[config.mk]
export PLATFORM = sky130hd
export DESIGN_NAME = button_reader
export DESIGN_NICKNAME = d
export VERILOG_FILES = /design/src/rtl/button_reader.sv
export SDC_FILE = /design/constraint.sdc
export NUM_CORES = 1
export LEC_CHECK = 0
export ABC_AREA = 0
export CORE_ASPECT_RATIO = 2
export CORE_MARGIN = 1.5
export CORE_UTILIZATION = 27
export DETAILED_ROUTE_END_ITERATION = 10
export DONT_BUFFER_PORTS = 1
export GPL_TIMING_DRIVEN = 1
export PLACE_DENSITY = 0.41
export SLEW_MARGIN = 20
export SYNTH_ARGS = -nofsm -noshare
export SYNTH_HDL_FRONTEND = slang
export SYNTH_SLANG_ARGS = --single-unit
[constraint.sdc]
create_clock -name clk -period 3.5 [get_ports clk]
set_input_delay 0.7 -clock clk [delete_from_list [all_inputs] [get_ports clk]]
set_output_delay 0.7 -clock clk [all_outputs]
set_load 0.02 [all_outputs]
[src/rtl/button_reader.sv]
// Push-button input path: per-button synchroniser and debouncer lanes feeding a
// single-entry press/release event register with a sticky drop flag.

module button_reader_lane #(
    parameter int DEBOUNCE_CYCLES = 120000,
    parameter int ACTIVE_LOW      = 1
) (
    input  logic clk,
    input  logic rstn,
    input  logic raw_i,
    output logic level_o,
    output logic chg_o
);
    localparam int CW = $clog2(DEBOUNCE_CYCLES);
    localparam logic INV = (ACTIVE_LOW != 0);

    logic          meta_q, sync_q, level_q;
    logic [CW-1:0] cnt_q;
    logic          differ, expire;

    assign differ  = (sync_q != level_q);
    assign expire  = differ && (cnt_q == CW'(DEBOUNCE_CYCLES - 1));
    assign level_o = level_q;
    assign chg_o   = expire;

    // Polarity is folded in ahead of the flops so every state bit resets to "not pressed".
    always_ff @(posedge clk or negedge rstn) begin
        if (!rstn) begin
            meta_q  <= 1'b0;
            sync_q  <= 1'b0;
            level_q <= 1'b0;
            cnt_q   <= '0;
        end else begin
            meta_q <= raw_i ^ INV;
            sync_q <= meta_q;
            if (!differ) begin
                cnt_q <= '0;
            end else if (expire) begin
                level_q <= sync_q;
                cnt_q   <= '0;
            end else begin
                cnt_q <= cnt_q + CW'(1);
            end
        end
    end
endmodule

module button_reader #(
    parameter int N_BTN           = 5,
    parameter int DEBOUNCE_CYCLES = 120000,
    parameter int ACTIVE_LOW      = 1
) (
    input  logic             clk,
    input  logic             rstn,
    input  logic [N_BTN-1:0] btn_raw,
    output logic [N_BTN-1:0] btn_level,
    output logic             evt_valid,
    output logic [2:0]       evt_idx,
    output logic             evt_press,
    input  logic             evt_ack,
    output logic             evt_overflow,
    input  logic             ovf_clr
);
    typedef enum logic {EMPTY, FULL} state_e;

    state_e           state_q;
    logic [2:0]       idx_q;
    logic             press_q, ovf_q;
    logic [N_BTN-1:0] chg;
    logic [2:0]       sel_idx;
    logic             sel_press, any_evt, multi_evt, load, drop;
    logic [N_BTN-1:0] rest;

    for (genvar g = 0; g < N_BTN; g++) begin : g_lane
        button_reader_lane #(
            .DEBOUNCE_CYCLES (DEBOUNCE_CYCLES),
            .ACTIVE_LOW      (ACTIVE_LOW)
        ) u_lane (
            .clk     (clk),
            .rstn    (rstn),
            .raw_i   (btn_raw[g]),
            .level_o (btn_level[g]),
            .chg_o   (chg[g])
        );
    end

    // Lowest-index change wins; a lane's new level is the inverse of its current one.
    always_comb begin
        sel_idx   = '0;
        sel_press = 1'b0;
        for (int i = N_BTN - 1; i >= 0; i--) begin
            if (chg[i]) begin
                sel_idx   = 3'(i);
                sel_press = ~btn_level[i];
            end
        end
        any_evt   = |chg;
        rest      = chg & ~(N_BTN'(1) << sel_idx);
        multi_evt = |rest;
        load      = any_evt && ((state_q == EMPTY) || evt_ack);
        drop      = ((state_q == FULL) && !evt_ack) ? any_evt : multi_evt;
    end

    always_ff @(posedge clk or negedge rstn) begin
        if (!rstn) begin
            state_q <= EMPTY;
            idx_q   <= '0;
            press_q <= 1'b0;
            ovf_q   <= 1'b0;
        end else begin
            case (state_q)
                EMPTY: if (any_evt) state_q <= FULL;
                FULL:  if (evt_ack && !any_evt) state_q <= EMPTY;
                default: state_q <= EMPTY;
            endcase
            if (load) begin
                idx_q   <= sel_idx;
                press_q <= sel_press;
            end
            if (drop)         ovf_q <= 1'b1;
            else if (ovf_clr) ovf_q <= 1'b0;
        end
    end

    assign evt_valid    = (state_q == FULL);
    assign evt_idx      = idx_q;
    assign evt_press    = press_q;
    assign evt_overflow = ovf_q;
endmodule

==> impl_metrics.ini <==
[worst_setup_path]
worstSetupPathType = reg -> reg
max_stage_delay_ns = 0.53
setup.worst_path.end_class = flop
cp.arrival_ns = 2.97
critPathBufInv = 0
cp-start-kind = flop
timing.rr.end = evt_press
crit_slowest_cell = or4b_1
rr_worst_depth = 6
worstReg2RegStart = g_lane[1].u_lane.cnt_q[13]
crit_chain = or4b_1 > or4_1 > or2_0 > a311oi_2 > o32ai_1 > mux2_4
ff2ff_setup_slack_ns = 0.77
worstPathRequired_ns = 3.74
critical-path-top-delay-family = simple AND/OR/NAND/NOR gates
cp_max_fo = 8

[synth]
synth-seq-cells = 106
synth_top_family_by_area = simple AND/OR/NAND/NOR gates
synthDistinctLibCells = 43
synth_top_area_share_pct = 53.7
syn_area_mm2 = 0.00494
synth_warnings = 0
synth-simple-area-share_pct = 24.2
synth_fa_ha_area_share_pct = 1.27
ys_seq_area_share_pct = 53.7
async_flop_share_pct = 100
netlist_instances = 491
synth_edf_count = 0
synth_xor_area_share_pct = 14.0
syn_nets = 505
yosys-top-cells-area = dfrtp_1, xor2_1, nor2_1
synth_top_flop_cell = dfrtp_1
yosys.area.top_type = dfrtp_1
synth-compound-area-share_pct = 3.14
synth_mux_area_share_pct = 0.735
syn-mean-instance-area_um2 = 10.1

[power]
irDropWorstVdd_v = 0.000287
switching_share_pct = 22.1
share_comb_of_total_power_pct = 1.9
switchingPower_uw = 514
internal-power_uw = 1820
power.density_mw_per_mm2 = 431
pwr-share-seq_pct = 54.1
power_leakage_uw = 0.00232
p_clk_share_pct = 44.0

[clocking]
cts_resized = 0
cts_tree = yes
clkLatencyLatePin_ns = 0.35
cts_post_setup_buffers_inserted = 0
clkTransAtPathRegs_ns = 0.07
postCtsHoldBufs = 0
clkSinkCount = 106
clockBufferDepth = 2
htree_levels = 3
cts-root-buf = clkbuf_16
numCtsBuffers = 9

[global_routing]
grt_max_degree = 107
antenna_found_initial = 0
grt_overflow_total = 0
grt_pass1_wl_um = 17500
grt_pass1_vias = 3497
grt_use_total_pct = 11.4

[timing]
finalWorstPathRequiredPeriod_ns = 2.73
fin_ws_ns = 0.771
fin_crit_sh_pct = 78.0
hold_viol = 0
setup_viol_count_final = 0
slew_violations = 0
worstMarginPinSlew_ns = 0.608
fin_setup_tns_ns = 0
fmax_mhz = 366
max-slew-margin-rel_pct = 59.2
skew_ns = 0.00811
rsz0062_at_grt = false

[die]
start_util_pct = 27.6
die_w_um = 98.6
rows = 69
floorplan.die_area_mm2 = 0.0192
io_pins = 20
core_mm2 = 0.0179
die_h_um = 194

[detailed_routing]
drc = 0
vias = 3295
first_iter_violations = 154
drtAntennaViolNets = 0
routed_via_density = 4.68
drt_wl_total_um = 10000
wl_per_cell_um = 14.2
dr.pass1.iters = 6

[final_layout]
nFillCells = 1815
multi_input_area_mm2 = 0.00214
diodes = 0
final_util_pct = 30.3
seqCellArea_mm2 = 0.00265
drive_gt1_share_pct = 4.07
area_growth_pct = 9.58
nets = 500

[place]
pre_cts_ws_ns = 0.771
hpwl_um = 6910
place_congestion = 0.778
portBuffers = 0

[hold_path]
hold_path.class = in -> async

[flow_run]
cap_violations = 0

[outcome]
status = finished, final reports clean
[through the flow]
stage | instance area, µm² | hold slack [ns] | total power [µW] | cells
floorplan | 4940 | 0.331 | 1320 | 491
global placement | 5110 | 0.333 | 1330 | 688
detailed placement | 5110 | 0.335 | 1330 | 688
CTS | 5410 | 0.0250 | 2380 | 704
global route | 5410 | 0.0165 | 2430 | 704
finish | 5410 | 0.0424 | 2330 | 704
[final cells by class]
cell class                      instances  share of cell area [%]
Sequential cell                       106                    49.0
Clock buffer                           10                    4.23
Multi-Input combinational cell        354                    39.5
Clock inverter                          6                    1.23
Inverter                               15                    1.04
Tap cell                              213                    4.93
[layer usage]
layer	share of wire, %	track usage [%]
met1	42	13.2
met2	52	19.7
met3	3.1	2.52
met4	2.3	5.40
met5	0	0
[power by group through the flow]
stage / Sequential, µW / Clock (µW) / Combinational [µW]
2_1_floorplan: 1280 / 0 / 37.2
5_1_grt: 1260 / 1120 / 53.0
3_3_place_gp: 1280 / 0 / 46.2
6_report: 1260 / 1030 / 44.9
4_1_cts: 1260 / 1070 / 46.5
3_5_place_dp: 1290 / 0 / 46.2
[flip-flops by register name, summed over array words and instances, names as in the netlist]
name,flops
evt_idx,3
g_lane.u_lane.sync_q,5
evt_valid,1
g_lane.u_lane.level_o,5
evt_press,1
g_lane.u_lane.meta_q,5
g_lane.u_lane.cnt_q,85
evt_overflow,1
[placed cells by master (no fill, tap or decap), drive strengths merged, types with 2 or more instances in the layout]
cell,Yosys,routed
clkbuf,9,10
nor4b,2,2
mux2,2,2
inv,15,16
nand2,36,36
clkinv,0,4
nor4bb,4,4
nor2,100,100
or2,2,2
ha,5,5
nand3,25,25
and3,20,20
o211ai,2,2
o21ai,8,8
nor3,6,6
and4,8,8
dfrtp,106,106
nand4b,2,2
nor2b,2,2
xnor2,32,32
and2,2,2
nand4,19,19
nand2b,3,3
or3,6,6
a21oi,10,10
xor2,47,47
[how the worst max path moves through the flow]
stage / start / endpoint / depth (start not counted)
floorplan: g_lane[1].u_lane.cnt_q[13] / evt_press / 7
global placement: g_lane[1].u_lane.cnt_q[13] / g_lane[1].u_lane.cnt_q[15] / 5
detailed placement: g_lane[1].u_lane.cnt_q[13] / g_lane[1].u_lane.cnt_q[7] / 5
CTS: g_lane[1].u_lane.cnt_q[13] / g_lane[1].u_lane.cnt_q[7] / 5
global route: g_lane[1].u_lane.cnt_q[13] / g_lane[1].u_lane.cnt_q[2] / 5
finish: g_lane[1].u_lane.cnt_q[13] / evt_press / 6
[logic make-up after synthesis]
family | Yosys count
xor+xnor | 79
simple gates | 242
fa+ha+maj | 5
mux | 3
compound gates | 25
buf+inv | 31
flops | 106
[synthesized netlist by cell type (2+ instances only)]
library cell,number
dfrtp_1,106
nor2_1,100
xor2_1,47
nand2_1,36
xnor2_1,32
nand3_1,25
and3_1,20
nand4_1,19
inv_1,15
a21oi_1,10
and4_1,8
clkbuf_1,8
o21ai_0,8
nor3_1,6
buf_4,5
ha_1,5
or3_1,5
nor4bb_1,4
nand2b_1,3
and2_1,2
nand4b_1,2
nor2b_1,2
nor4b_1,2
o211ai_1,2
[worst reg2reg max path: cells and delay by family (launching register included)]
kind               cells  cell delay (ns)
and+or+nand+nor        3             1.43
AOI/OAI and AO/OA      2             0.49
DFF                    1             0.42
muxes                  1             0.27
(Power assumes the default switching activity.)
